--- src/rtl/mult_share_arb_if.sv ---
// Bundle of requester-side and multiplier-side signals around the shared-multiplier arbiter.
// The arbiter uses the master view; clients and the multiplier use the slave view.
interface mult_share_arb_if #(
  parameter int NREQ = 4,
  parameter int N    = 8,
  parameter int M    = 8
);
  logic [NREQ-1:0]   req;
  logic [NREQ*N-1:0] a_bus;
  logic [NREQ*M-1:0] b_bus;
  logic [NREQ-1:0]   gnt;
  logic [NREQ-1:0]   done;
  logic [N+M-1:0]    res_out;
  logic              timeout_err;
  logic              busy;
  logic              m_data_rdy;
  logic [N-1:0]      m_mult1;
  logic [M-1:0]      m_mult2;
  logic              m_result_rdy;
  logic [N+M-1:0]    m_result;

  modport master (
    input  req, a_bus, b_bus, m_result_rdy, m_result,
    output gnt, done, res_out, timeout_err, busy, m_data_rdy, m_mult1, m_mult2
  );

  modport slave (
    output req, a_bus, b_bus, m_result_rdy, m_result,
    input  gnt, done, res_out, timeout_err, busy, m_data_rdy, m_mult1, m_mult2
  );
endinterface

--- src/rtl/mult_share_arb.sv ---
// Round-robin controller that time-shares one sequential multiplier among NREQ
// requesters: pick, launch, wait (with timeout), return the tagged result, drain.
module mult_share_arb #(
  parameter int NREQ    = 4,
  parameter int N       = 8,
  parameter int M       = 8,
  parameter int TIMEOUT = 64
) (
  input  logic             clk,
  input  logic             rst,
  mult_share_arb_if.master bus
);
  localparam int IW = (NREQ > 1) ? $clog2(NREQ) : 1;
  localparam int CW = (TIMEOUT > 2) ? $clog2(TIMEOUT) : 1;
  localparam int P  = N + M;

  typedef enum logic [2:0] {IDLE, ISSUE, WAIT, DONE, DRAIN} state_t;

  state_t          state, state_nxt;
  logic [IW-1:0]   ptr, ptr_nxt;
  logic [IW-1:0]   idx, idx_nxt;
  logic [IW-1:0]   pick;
  logic [CW-1:0]   cnt, cnt_nxt;
  logic            vld_p0;
  logic [P-1:0]    res_p0;
  logic [NREQ-1:0] gnt_nxt, done_nxt;
  logic [P-1:0]    res_nxt;
  logic            terr_nxt, busy_nxt, mdr_nxt;
  logic [N-1:0]    m1_nxt;
  logic [M-1:0]    m2_nxt;

  // First requester at or after p+1, wrapping; only meaningful when |r.
  function automatic logic [IW-1:0] rr_pick(input logic [NREQ-1:0] r,
                                            input logic [IW-1:0]   p);
    logic [IW-1:0] sel;
    logic          hit;
    int            c;
    sel = p;
    hit = 1'b0;
    for (int k = 1; k <= NREQ; k++) begin
      c = (int'(p) + k) % NREQ;
      if (!hit && r[IW'(c)]) begin
        hit = 1'b1;
        sel = IW'(c);
      end
    end
    return sel;
  endfunction

  // Stage p0: input register on the multiplier return path
  always_ff @(posedge clk) begin
    if (rst) vld_p0 <= 1'b0;
    else     vld_p0 <= bus.m_result_rdy;
  end

  always_ff @(posedge clk) begin
    res_p0 <= bus.m_result;
  end

  always_comb begin
    state_nxt = state;
    ptr_nxt   = ptr;
    idx_nxt   = idx;
    cnt_nxt   = cnt;
    gnt_nxt   = '0;
    done_nxt  = '0;
    res_nxt   = '0;
    terr_nxt  = 1'b0;
    mdr_nxt   = 1'b0;
    m1_nxt    = bus.m_mult1;
    m2_nxt    = bus.m_mult2;
    pick      = rr_pick(bus.req, ptr);

    unique case (state)
      IDLE: begin
        if (|bus.req) begin
          state_nxt = ISSUE;
          idx_nxt   = pick;
          ptr_nxt   = pick;
          m1_nxt    = bus.a_bus[int'(pick)*N +: N];
          m2_nxt    = bus.b_bus[int'(pick)*M +: M];
          gnt_nxt   = NREQ'(1) << pick;
          mdr_nxt   = 1'b1;
        end
      end
      ISSUE: begin
        state_nxt = WAIT;
        cnt_nxt   = '0;
      end
      WAIT: begin
        cnt_nxt = cnt + 1'b1;
        if (vld_p0) begin
          state_nxt = DONE;
          done_nxt  = NREQ'(1) << idx;
          res_nxt   = res_p0;
        end else if (cnt == CW'(TIMEOUT - 1)) begin
          // Abort: report completion with a zero product so the client is released.
          state_nxt = DONE;
          done_nxt  = NREQ'(1) << idx;
          terr_nxt  = 1'b1;
        end
      end
      DONE:    state_nxt = DRAIN;
      // Hold off the next launch until the multiplier has dropped its old result.
      DRAIN:   if (!vld_p0) state_nxt = IDLE;
      default: state_nxt = IDLE;
    endcase

    busy_nxt = (state_nxt != IDLE);
  end

  always_ff @(posedge clk) begin
    if (rst) begin
      state           <= IDLE;
      ptr             <= IW'(NREQ - 1);
      idx             <= '0;
      cnt             <= '0;
      bus.gnt         <= '0;
      bus.done        <= '0;
      bus.res_out     <= '0;
      bus.timeout_err <= 1'b0;
      bus.busy        <= 1'b0;
      bus.m_data_rdy  <= 1'b0;
      bus.m_mult1     <= '0;
      bus.m_mult2     <= '0;
    end else begin
      state           <= state_nxt;
      ptr             <= ptr_nxt;
      idx             <= idx_nxt;
      cnt             <= cnt_nxt;
      bus.gnt         <= gnt_nxt;
      bus.done        <= done_nxt;
      bus.res_out     <= res_nxt;
      bus.timeout_err <= terr_nxt;
      bus.busy        <= busy_nxt;
      bus.m_data_rdy  <= mdr_nxt;
      bus.m_mult1     <= m1_nxt;
      bus.m_mult2     <= m2_nxt;
    end
  end
endmodule

--- src/flat_wrapper.sv ---
// flat-port wrapper written by rule: the top's interface ports become plain ports
module mult_share_arb_flat 
#(
  parameter int NREQ    = 4,
  parameter int N       = 8,
  parameter int M       = 8,
  parameter int TIMEOUT = 64
)
  (clk, rst, bus_req, bus_a_bus, bus_b_bus, bus_m_result_rdy, bus_m_result, bus_gnt, bus_done, bus_res_out, bus_timeout_err, bus_busy, bus_m_data_rdy, bus_m_mult1, bus_m_mult2);
  mult_share_arb_if #(.NREQ(NREQ), .N(N), .M(M)) bus_i ();
  input  logic clk;
  input  logic rst;
  input wire logic [$bits(bus_i.req)-1:0] bus_req;
  input wire logic [$bits(bus_i.a_bus)-1:0] bus_a_bus;
  input wire logic [$bits(bus_i.b_bus)-1:0] bus_b_bus;
  input wire logic [$bits(bus_i.m_result_rdy)-1:0] bus_m_result_rdy;
  input wire logic [$bits(bus_i.m_result)-1:0] bus_m_result;
  output wire logic [$bits(bus_i.gnt)-1:0] bus_gnt;
  output wire logic [$bits(bus_i.done)-1:0] bus_done;
  output wire logic [$bits(bus_i.res_out)-1:0] bus_res_out;
  output wire logic [$bits(bus_i.timeout_err)-1:0] bus_timeout_err;
  output wire logic [$bits(bus_i.busy)-1:0] bus_busy;
  output wire logic [$bits(bus_i.m_data_rdy)-1:0] bus_m_data_rdy;
  output wire logic [$bits(bus_i.m_mult1)-1:0] bus_m_mult1;
  output wire logic [$bits(bus_i.m_mult2)-1:0] bus_m_mult2;
  assign bus_i.req = bus_req;
  assign bus_i.a_bus = bus_a_bus;
  assign bus_i.b_bus = bus_b_bus;
  assign bus_i.m_result_rdy = bus_m_result_rdy;
  assign bus_i.m_result = bus_m_result;
  assign bus_gnt = bus_i.gnt;
  assign bus_done = bus_i.done;
  assign bus_res_out = bus_i.res_out;
  assign bus_timeout_err = bus_i.timeout_err;
  assign bus_busy = bus_i.busy;
  assign bus_m_data_rdy = bus_i.m_data_rdy;
  assign bus_m_mult1 = bus_i.m_mult1;
  assign bus_m_mult2 = bus_i.m_mult2;
  mult_share_arb #(.NREQ(NREQ), .N(N), .M(M), .TIMEOUT(TIMEOUT)) u_core (.clk(clk), .rst(rst), .bus(bus_i));
endmodule
--- config.mk ---
export PLATFORM = sky130hd
export DESIGN_NAME = mult_share_arb_flat
export DESIGN_NICKNAME = d
export VERILOG_FILES = /design/src/rtl/mult_share_arb_if.sv /design/src/rtl/mult_share_arb.sv /design/src/flat_wrapper.sv
export SDC_FILE = /design/constraint.sdc
export NUM_CORES = 1
export LEC_CHECK = 0
export CAP_MARGIN = 20
export CORE_MARGIN = 2
export CORE_UTILIZATION = 44
export CTS_CLUSTER_SIZE = 10
export DETAILED_ROUTE_END_ITERATION = 12
export DONT_BUFFER_PORTS = 1
export GPL_TIMING_DRIVEN = 1
export SETUP_SLACK_MARGIN = 0.3
export SLEW_MARGIN = 20
export SYNTH_ARGS = -nofsm -noshare
export SYNTH_HDL_FRONTEND = slang
export SYNTH_SLANG_ARGS = --single-unit
--- constraint.sdc ---
create_clock -name clk -period 5.5 [get_ports clk]
set_clock_uncertainty 0.2 [all_clocks]
set_input_delay 1.65 -clock clk [delete_from_list [all_inputs] [get_ports clk]]
set_output_delay 1.65 -clock clk [all_outputs]
set_load 0.01 [all_outputs]
==> summary.txt, run 1 <==
Cells and area
  – Area Overhead vs Synth: 6.22%
  – Commonest cells after routing, fill and taps aside: dfxtp_1, a21oi_1, and2_1, o31ai_1
  – Inserted Diodes: 0
  – Fraction of layout cells with a size suffix above 1: 13.1%
  – Nets: 372
  – Fin util: 47.7%
  – Commonest non-fill, non-tap cell in the layout: dfxtp_1

Clocking
  – Num CTS Buffers: 9
  – CTS tree: yes
  – Postcts setup bufs: 0
  – Post-cts resize count: 0
  – # clock sinks: 73
  – Clock-pin slew on the worst setup and hold paths: 90 ps
  – H-Tree Depth: 3
  – CTS root buffer: clkbuf_8
  – Hold_buf cts: 0
  – Skew-Pair Late Insertion Delay: 340 ps
  – Clk buf depth: 2

Worst hold path
  – Hold Crit Depth: 1
  – Worst hold path type: reg2reg
  – Hold Path Origin: u_core.res_p0[6]
  – Hold Crit Endpoint: u_core.bus.res_out[6]

STA
  – Max Freq: 0.275 GHz
  – Setup violators final: 0
  – Fin crit share: 66.2%
  – Slew margin rel.: 31.8%
  – Final setup margin: 1860 ps
  – Setup TNS: 0 ps
  – Slew @ Worst Pin: 1020 ps
  – Fin. max-slew vios: 0
  – Hold Vio Cnt, Final: 0
  – Minimum clock period: 3640 ps
  – Unrepaired setup endpoints after global routing: false
  – Worst hold slack: 224 ps

Worst setup path
  – Kind of critical path: in2reg
  – Slowest cell on crit path: nor3_4
  – Reg2reg end: u_core.bus.m_mult2[7]
  – Crit end category: flop
  – Worst stage delay on the critical path: 920 ps
  – Reg2Reg Launch Point: u_core.ptr[1]
  – Arr. time, crit path: 3680 ps
  – CP top delay family: simple AND/OR/NAND/NOR gates
  – Buf/Inv on CP: 0
  – Worst r2r path cells: 4
  – FF-to-FF setup slack: 2700 ps
  – WP depth: 4
  – CP max FO: 18
  – Critical path, cell by cell: and3b_1, nor3_4, mux2_2, a221o_1
  – WP data required: 5540 ps
  – Startpoint Class: primary input

Global routing
  – Initial antenna violation count: 0
  – First-pass GRT wire length: 10.6 mm
  – Vias in the first global route: 2073
  – Largest net degree at the start of global routing: 21
  – Gr usage total: 17.9%
  – Overflow after GRT: 0

Pwr
  – Combinational share of power: 20.0%
  – Switching Fraction: 33.4%
  – Seq pwr share: 50.9%
  – Pwr Total: 1.34 mW
  – Peak supply drop: 151 uV
  – Cell internal pwr: 0.890 mW
  – Clock network fraction of design power: 29.1%
  – P per Cell Area: 420 mW/mm2
  – Switching pwr: 0.446 mW
  – Pleak: 1.22 nW

Floorplan
  – Die H: 86.6 um
  – Initial core utilization: 44.9%
  – Placeable core region: 0.00668 mm2
  – Die area: 0.00749 mm2
  – Io pins: 130
  – Die width: 86.6 um
  – FP Rows: 30

Placement
  – Pre-CTS WS: 1440 ps
  – Hpwl dp: 4.63 mm
  – IO buf count: 0
  – Placer Congestion: 0.775

Drt
  – Via count: 2187
  – Aggregate routed wire length: 6.58 mm
  – Final ANT Viol Nets: 0
  – Pre-antenna DRT Iters: 4
  – Wirelength per Cell: 17.8 um
  – Remaining routing DRC violations: 0
  – Initial DRC count: 99
  – Via density: 5.93

Synthesis
  – Post-synth top area cell: dfxtp_1
  – Synth top area share: 48.7%
  – Net Count, Synth: 381
  – Post-synth EDFFs: 0
  – Synth cell types: 50
  – Syn Area/Cell: 10.2 um2
  – Post-synth ARST share: 0%
  – FF+latch count, synth: 73
  – Mapped Cells: 293
  – Sequential-to-total area share from yosys stat: 48.7%
  – Cell area after synthesis: 0.00300 mm2
  – Largest cells by area after synthesis: dfxtp_1, a221o_1, a21oi_1
  – Main synth FF type: dfxtp_1
  – Yosys warns: 0

Run status
  – Status: finished, final reports clean

Job
  – Max-cap violations: 0
==> cell families (layout without fill, tap and decap cells) <==
family          Yosys count  after routing  share of synthesized area [%]
mux                      16             16                           7.01
xor+xnor                  1              1                          0.292
flops                    73             73                           48.7
compound gates           82             82                           20.1
simple gates             99             99                           20.0
buf+inv                  21             17                           3.46
fa+ha+maj                 1              1                          0.417
==> stage by stage <==
step	instance area, um2	cells
after detailed placement	3000	353
after floorplan	3000	293
after global placement	3000	353
after global routing	3190	369
final	3190	369
after CTS	3180	369
==> power by group through the flow <==
stage                     registers (mW)  logic [mW]  clock network (mW)
after global placement             0.691       0.262                   0
after floorplan                    0.659       0.258                   0
after detailed placement           0.692       0.267                   0
after CTS                          0.680       0.268               0.401
final                              0.680       0.267               0.390
after global routing               0.691       0.300               0.434
==> registers in the layout (all words and copies together), names as in the netlist <==
name / count
u_core.bus.m_mult1: 8
u_core.state: 3
u_core.bus.m_mult2: 8
u_core.bus.res_out: 16
u_core.bus.gnt: 4
u_core.bus.m_data_rdy: 1
u_core.res_p0: 16
u_core.cnt: 6
u_core.bus.busy: 1
u_core.bus.done: 4
u_core.idx: 2
u_core.vld_p0: 1
u_core.ptr: 2
u_core.bus.timeout_err: 1
==> cells in the mapped netlist (all sizes together) (4+ instances only) <==
cell type	n
dfxtp	73
a21oi	29
o31ai	19
and2	18
a221o	16
mux2	16
nand4	16
nor2	16
nand2	13
clkbuf	12
buf	8
o21ai	8
nand2b	6
nor3	5
nand3	4
==> worst reg2reg max path, stage by stage (launching register included) <==
cell and delay [ps]:
dfxtp_1 400, and3b_1 430, nor3_4 920, mux2_2 420, a221o_1 330
==> metal layers <==
layer	global-route usage, %	vias up	wire (um)
met1	22.7	1005	2930
met4	7.24	0	130
met3	5.71	15	447
met2	28.3	90	3080
li1	-	1077	-
met5	0	-	0
==> worst max-delay path by stage <==
stage,start,to,slack [ps]
after global placement,bus_req[0],u_core.bus.m_mult2[7],1500
after floorplan,bus_req[0],u_core.bus.m_mult1[7],2070
final,bus_req[0],u_core.bus.m_mult2[7],1860
after detailed placement,bus_req[0],u_core.bus.m_mult2[7],1440
after CTS,bus_req[0],u_core.bus.m_mult2[7],1840
after global routing,bus_req[0],u_core.bus.m_mult2[7],1740
==> cell type report <==
| class | instances | area (um2) |
|---|---|---|
| inverters | 1 | 3.75 |
| clock inverters | 7 | 60.1 |
| well taps | 80 | 100 |
| flip-flops and latches | 73 | 1460 |
| clock buffers | 9 | 124 |
| fillers | 623 | 3500 |
| multi-input cells | 199 | 1440 |
Power figures use the tool's default switching activity.
==> run 2: changes to the inputs <==
==> constraint.sdc (replaced) <==
create_clock -name clk -period 3.4 [get_ports clk]
set_clock_uncertainty 0.2 [all_clocks]
set_input_delay 1.02 -clock clk [delete_from_list [all_inputs] [get_ports clk]]
set_output_delay 1.02 -clock clk [all_outputs]
set_load 0.01 [all_outputs]
==> run 2 against run 1 <==
Effect of this change:
- worst hold slack got worse by 0.73 ps
- setup slack got worse by 1000 ps
- sequential power is 62% higher
- clock power increased by 58%
- largest power group unchanged
- highest routed layer unchanged
==> summary.txt, run 2 (same netlist as run 1, synthesis figures left out) <==
Run status
  – Status: finished, final reports clean

STA
  – Slew margin rel.: 52.3%
  – Setup TNS: 0 ps
  – Minimum clock period: 2550 ps
  – Fin. max-slew vios: 0
  – Fin crit share: 74.9%
  – Slew @ Worst Pin: 714 ps
  – Max Freq: 0.393 GHz
  – Setup violators final: 0
  – Hold Vio Cnt, Final: 0
  – Unrepaired setup endpoints after global routing: false

Cells and area
  – Fraction of layout cells with a size suffix above 1: 13.7%
  – Commonest non-fill, non-tap cell in the layout: dfxtp_1
  – Commonest cells after routing, fill and taps aside: dfxtp_1, a21oi_1, and2_1, o31ai_1
  – Design area: 0.00320 mm2
  – FILL cells: 619
  – Area of the multi-input gates: 0.00143 mm2
  – Seq. cell area: 0.00146 mm2
  – Area Overhead vs Synth: 6.84%
  – Nets: 375
  – Biggest regs: u_core.bus.res_out: 16 flops, u_core.res_p0: 16 flops
  – Inserted Diodes: 0

Worst setup path
  – Worst setup path end: u_core.bus.m_mult1[4]
  – Crit end category: flop
  – Kind of critical path: in2reg
  – FF-to-FF setup slack: 1060 ps
  – WP data required: 3440 ps
  – Startpoint Class: primary input
  – Arr. time, crit path: 2580 ps
  – Worst r2r path cells: 6
  – Worst Setup SP: bus_req[0]
  – Reg2Reg Launch Point: u_core.ptr[1]
  – Reg2reg end: u_core.bus.m_mult1[4]
  – CP max FO: 18

Drt
  – Pre-antenna DRT Iters: 4
  – Wirelength per Cell: 17.7 um
  – Via count: 2182
  – Via density: 5.87
  – Initial DRC count: 105
  – Final ANT Viol Nets: 0
  – Remaining routing DRC violations: 0
  – Aggregate routed wire length: 6.59 mm

Placement
  – Hpwl dp: 4.58 mm
  – IO buf count: 0
  – Placer Congestion: 0.753
  – Dpl cell area: 0.00302 mm2

Job
  – Max-cap violations: 0

Clocking
  – Postcts setup bufs: 0
  – H-Tree Depth: 3
  – Skew-Pair Late Insertion Delay: 340 ps
  – Clk buf depth: 2
  – Num CTS Buffers: 9
  – Clock-pin slew on the worst setup and hold paths: 80 ps
  – CTS tree: yes
  – # clock sinks: 73
  – Hold_buf cts: 0
  – CTS root buffer: clkbuf_8
  – Post-cts resize count: 0

Floorplan
  – Die area: 0.00749 mm2
  – FP Rows: 30
  – Placeable core region: 0.00668 mm2
  – Die H: 86.6 um
  – Die width: 86.6 um
  – Initial core utilization: 44.9%
  – Io pins: 130

Pwr
  – Peak supply drop: 214 uV
  – P per Cell Area: 674 mW/mm2
  – Pleak: 1.23 nW

Global routing
  – Gr usage total: 17.6%
  – Overflow after GRT: 0
  – Initial antenna violation count: 0
  – First-pass GRT wire length: 10.3 mm
  – Vias in the first global route: 2094
  – Largest net degree at the start of global routing: 21

Worst hold path
  – Worst hold path type: reg2reg
-- run 2: power by group --
group	switching [mW]	total [mW]	internal (mW)
Combinational	0.235	0.443	0.208
Sequential	0.137	1.10	0.962
Clock	0.342	0.618	0.276
Total	0.714	2.16	1.45
-- run 2: area by class of cell --
class,instances,share of cell area [%]
flip-flops and latches,73,45.6
multi-input cells,199,44.7
clock buffers,9,3.87
well taps,80,3.12
clock inverters,7,1.84
repair buffers,3,0.703
inverters,1,0.117
-- run 2: worst min path at each step --
| stage | startpoint | end | cells past startpoint | slack (ps) |
|---|---|---|---|---|
| 6_report | u_core.res_p0[9] | u_core.bus.res_out[9] | 1 | 220 |
| 3_3_place_gp | u_core.res_p0[14] | u_core.bus.res_out[14] | 1 | 210 |
| 4_1_cts | u_core.res_p0[9] | u_core.bus.res_out[9] | 1 | 220 |
| 5_1_grt | u_core.res_p0[2] | u_core.bus.res_out[2] | 1 | 240 |
| 2_1_floorplan | u_core.res_p0[0] | u_core.bus.res_out[0] | 1 | 210 |
| 3_5_place_dp | u_core.res_p0[12] | u_core.bus.res_out[12] | 1 | 210 |
-- run 2: worst max-delay path, stage by stage --
cell	delay, ps
nand2b_1	170
a21oi_4	460
nor3_4	40
buf_4	240
mux2_1	350
a221o_1	290
-- run 2: routing by layer --
metal,up-vias,GRT usage (%),routed length [um]
li1,1083,-,-
met1,1000,21.9,2870
met2,93,28.1,3150
met3,6,6.10,503
met4,0,6.82,62
met5,-,0,0
-- run 2: stage by stage --
| stage | hold slack (ps) | worst slack, ps | instances | total power, mW | util [%] |
|---|---|---|---|---|---|
| 6_report | 223 | 853 | 372 | 2.16 | 48.0 |
| 5_1_grt | 243 | 794 | 372 | 2.30 | 48.0 |
| 4_1_cts | 223 | 886 | 372 | 2.19 | 48.0 |
| 3_5_place_dp | 210 | 499 | 356 | 1.56 | 45.2 |
| 3_3_place_gp | 208 | 542 | 356 | 1.55 | 45.2 |
| 2_1_floorplan | 206 | 601 | 293 | 1.48 | - |
==> edit 1, RTL diff (flow settings as in run 2) <==
`NREQ` is set to 4 in 3 places; all go to 8.
--- a/src/rtl/mult_share_arb_if.sv
+++ b/src/rtl/mult_share_arb_if.sv
@@ -1,7 +1,7 @@
 // Bundle of requester-side and multiplier-side signals around the shared-multiplier arbiter.
 // The arbiter uses the master view; clients and the multiplier use the slave view.
 interface mult_share_arb_if #(
-  parameter int NREQ = 4,
+  parameter int NREQ = 8,
   parameter int N    = 8,
   parameter int M    = 8
 );
--- a/src/rtl/mult_share_arb.sv
+++ b/src/rtl/mult_share_arb.sv
@@ -1,7 +1,7 @@
 // Round-robin controller that time-shares one sequential multiplier among NREQ
 // requesters: pick, launch, wait (with timeout), return the tagged result, drain.
 module mult_share_arb #(
-  parameter int NREQ    = 4,
+  parameter int NREQ    = 8,
   parameter int N       = 8,
   parameter int M       = 8,
   parameter int TIMEOUT = 64
--- a/src/flat_wrapper.sv
+++ b/src/flat_wrapper.sv
@@ -1,7 +1,7 @@
 // flat-port wrapper written by rule: the top's interface ports become plain ports
 module mult_share_arb_flat 
 #(
-  parameter int NREQ    = 4,
+  parameter int NREQ    = 8,
   parameter int N       = 8,
   parameter int M       = 8,
   parameter int TIMEOUT = 64
Interface: changed (5 resized); port bits go from 130 to 206. The function was not compared with the original's and may differ.
==> edit 1 against run 2 <==
The flow now finishes with violations (setup timing); utilization rose by 10 points; first-iteration DRC count rose by 120%; highest routed layer unchanged; area after synthesis rose by 66%; worst hold slack improved by 0.033 ns; total power rose to 4.7 times the old value; worst setup slack got worse by 1.0 ns; cell area rose by 99%; sequential cell count rose by 10; critical path type is now flip-flop to flip-flop; largest cell class is now multi-input gates; final cell count rose by 91%; routed wire length rose by 120%.
==> edit 1: results (changes against run 2) <==
- Max_slew headroom: 27.1% (was 52.3%)
- P_sw: 0.00417 W (was 0.000714 W)
- Ys async rst share: 0% (unchanged)
- Synth unique cells: 69 (was 50)
- Post-detail-place hpwl: 10,800 µm (was 4580 µm)
- Pin count of the biggest net entering global routing: 29 (was 21)
- Global Route Usage Sum: 23.0% (was 17.6%)
- Status: finished with violations (was complete, no violations)
- Most common cell in the netlist: dfxtp_1 (unchanged)
- Final nets: 725 (was 375)
- Share of layout cells above drive strength 1: 37.6% (was 13.7%)
- Crit path DAT: 3.58 ns (was 2.58 ns)
- Cts bufs inserted: 9 (unchanged)
- Net Count, Synth: 661 (was 381)
- Starting DRT DRC Count: 236 (was 105)
- Routed wire per std cell: 20.7 µm (was 17.7 µm)
- Finished Layout Cells: 712 (was 372)
- Placed Cells: 679 (was 356)
- Final worst slack: -0.154 ns (was 0.853 ns)
- Static Leak: 2.71 nW (was 1.23 nW)
- Worst-path maximum fanout: 8 (was 18)
- Fillers: 926 (was 619)
- Vias: 4,231 (was 2,182)
- Failing checks: setup timing
- Top cells by area in the synthesized netlist: dfxtp_1, mux2i_1, mux2_2 (was dfxtp_1, a221o_1, a21oi_1)
- Final setup viols: 18 (was 0)
- Syn Inst Count: 503 (was 293)
- First-pass GRT wire length: 22,500 µm (was 10,300 µm)
-- edit 1: layer usage --
layer	vias to the layer above	part of all wire (%)	track usage [%]
li1	2014	-	-
met1	2047	41	27.7
met2	152	52	41.4
met3	18	6.5	5.76
met4	0	0.94	4.83
met5	-	0	0
-- edit 1: cell families (layout without fill, tap and decap cells) --
group | after synthesis | count (layout) | synth area share, %
adder cells (fa/ha/maj) | 3 | 3 | 0.753
buffers and inverters | 44 | 113 | 5.82
XOR/XNOR | 5 | 5 | 1.03
AND/OR/NAND/NOR | 152 | 152 | 15.2
flip-flops | 83 | 83 | 33.3
multiplexers | 109 | 109 | 27.1
AO/OA/AOI/OAI | 107 | 107 | 16.8
-- edit 1: worst paths after layout --
kind	start	endpoint	slack [ns]	depth (start not counted)
min	u_core.res_p0[11]	u_core.bus.res_out[11]	0.26	1
min reg2reg	u_core.res_p0[11]	u_core.bus.res_out[11]	0.26	1
max reg2reg	u_core.ptr[1]	u_core.bus.m_mult1[4]	-0.15	12
max	u_core.ptr[1]	u_core.bus.m_mult1[4]	-0.15	12
-- edit 1: timing repair --
| item | CTS | global route |
|---|---|---|
| setup endpoints to repair | 30 | 30 |
| pin swaps | 6 | 6 |
| gates resized for setup | 10 | 33 |
| hold buffers | 0 | 0 |
| buffers inserted | 8 | 3 |
| gates cloned | 2 | 4 |
-- edit 1: cell type report --
cell class	count	area, µm²	share of cell area (%)
clock buffer	10	229	3.59
clock inverter	6	48.8	0.764
multi-input combinational	376	3310	51.8
timing repair buffer	90	921	14.4
sequential	83	1670	26.1
tap	140	175	2.74
inverter	7	38.8	0.607
-- edit 1: through the flow --
stage	utilization (%)	TNS (ns)	worst slack [ns]	hold slack (ns)	cell area (µm²)
floorplan	-	-6.88	-0.358	0.237	5160
global placement	51.8	-8.56	-0.458	0.240	5660
detailed placement	51.8	-9.59	-0.482	0.244	5660
CTS	55.9	-2.82	-0.213	0.257	6110
global route	58.4	-4.28	-0.267	0.271	6380
finish	58.4	-1.92	-0.154	0.256	6380
-- edit 1: power by group through the flow --
| stage | registers [W] | logic (W) | clock network (W) |
|---|---|---|---|
| floorplan | 0.00130 | 0.00482 | 0 |
| global placement | 0.00141 | 0.00629 | 0 |
| detailed placement | 0.00141 | 0.00639 | 0 |
| CTS | 0.00139 | 0.00693 | 0.000948 |
| global route | 0.00142 | 0.00844 | 0.000988 |
| finish | 0.00139 | 0.00793 | 0.000932 |
-- edit 1: critical path: stages (launching register included) --
cell       delay (ns)
dfxtp_2          0.36
inv_4            0.04
ha_4             0.34
mux2_4           0.32
mux4_2           0.52
o32ai_4          0.31
a211oi_2         0.14
o311ai_4         0.31
buf_6            0.19
clkbuf_16        0.17
mux2_4           0.31
a211oi_2         0.17
a211oi_1         0.06
==> edit 2, RTL diff (flow settings as in run 2) <==
Without the edit above. Encoding of `state_t`: now one-hot (5 bits for 5 states).
--- a/src/rtl/mult_share_arb.sv
+++ b/src/rtl/mult_share_arb.sv
@@ -14,7 +14,7 @@
   localparam int CW = (TIMEOUT > 2) ? $clog2(TIMEOUT) : 1;
   localparam int P  = N + M;
 
-  typedef enum logic [2:0] {IDLE, ISSUE, WAIT, DONE, DRAIN} state_t;
+  typedef enum logic [4:0] {IDLE = 5'b00001, ISSUE = 5'b00010, WAIT = 5'b00100, DONE = 5'b01000, DRAIN = 5'b10000} state_t;
 
   state_t          state, state_nxt;
   logic [IW-1:0]   ptr, ptr_nxt;
Check against the original RTL: no difference found for any inputs over 4 cycles, from zero or initial values and one cycle with rst high; so few cycles prove little.
==> edit 2 against run 2 <==
Worst setup slack gained 0.17 ns; total power shrank 3.4%; non-clock buffer count shrank 1; cell area shrank 2.8%; area after synthesis shrank 2.8%; routed wire length shrank 17%; synthesized cell count shrank 11%; register-to-register slack gained 0.19 ns; sequential cell count grew 2; largest cell class unchanged; largest power group unchanged.
==> edit 2: results (changes against run 2) <==
- P_clk: 0.000695 W (was 0.000618 W)
- Starting DRT DRC Count: 92 (was 105)
- Slowest cell on the critical path: a222oi_1 (was a21oi_4)
- First-pass GRT wire length: 8550 µm (was 10,300 µm)
- Adder-Cell Fraction of Synth Area: 0.429% (was 0.417%)
- DRC: 0 (unchanged)
- Most instantiated cells after synthesis: dfxtp_1, mux2i_1, nand2_1 (was dfxtp_1, a21oi_1, and2_1, o31ai_1)
- Top cells by area in the synthesized netlist: dfxtp_1, mux2i_1, o221ai_2 (was dfxtp_1, a221o_1, a21oi_1)
- Routed wire per std cell: 15.9 µm (was 17.7 µm)
- Static Leak: 1.30 nW (was 1.23 nW)
- Crit path DAT: 2.39 ns (was 2.58 ns)
- Vias in the first global route: 1,667 (was 2,094)
- Switching portion of total power: 29.5% (was 33.1%)
- Mapped Avg Cell Area: 11.2 µm² (was 10.2 µm²)
- Via density: 5.39 (was 5.87)
- Share of layout cells above drive strength 1: 16.2% (was 13.7%)
- Seq/Total Area, Yosys: 51.5% (was 48.7%)
- Status: complete, no violations (unchanged)
- Post-synthesis compound-gate area fraction: 13.0% (was 20.1%)
- Multiplexer share of the synthesized area: 11.0% (was 7.01%)
- Worst vdd ir: 0.376 mV (was 0.214 mV)
- Max cap viols: 0 (unchanged)
- Pin count of the biggest net entering global routing: 37 (was 21)
- Placer Congestion: 0.788 (was 0.753)
- Final nets: 348 (was 375)
- Finished Layout Cells: 342 (was 372)
- Post-detail-place hpwl: 3970 µm (was 4580 µm)
- Worst slew pin tran: 0.712 ns (was 0.714 ns)
- Worst-path maximum fanout: 36 (was 18)
- Placed Cells: 326 (was 356)
- Xor-xnor portion of the synthesized cell area: 0% (was 0.292%)
- Pre-CTS setup slack: 0.644 ns (was 0.499 ns)
- Seq pwr share: 50.5% (was 50.9%)
- Synth unique cells: 47 (was 50)
- Global Route Usage Sum: 15.3% (was 17.6%)
[edit 2: routing by layer]
layer  global-route usage, %  part of all wire [%]  vias to the layer above  wire length (µm)
li1                        -                     -                      931                 -
met1                    20.2                    44                      813              2400
met2                    22.1                    46                       93              2490
met3                    7.10                   9.0                        5               490
met4                    5.19                   1.2                        0                66
met5                       0                     0                        -                 0
[edit 2: path summary, 6_finish.rpt]
kind                                   startpoint  depth (start not counted)                     end  slack, ns
worst max-delay path                   bus_req[1]                          6   u_core.bus.m_mult2[4]       1.02
worst min-delay path            u_core.res_p0[14]                          1  u_core.bus.res_out[14]       0.23
worst max register to register      u_core.ptr[1]                          6   u_core.bus.m_mult2[4]       1.25
worst min register to register  u_core.res_p0[14]                          1  u_core.bus.res_out[14]       0.23
[edit 2: area by class of cell]
class	count	area (µm²)
fill	585	3270
sequential	75	1500
multi-input combinational	166	1260
clock buffer	9	124
tap	77	96.3
clock inverter	7	81.3
timing repair buffer	2	27.5
inverter	6	22.5
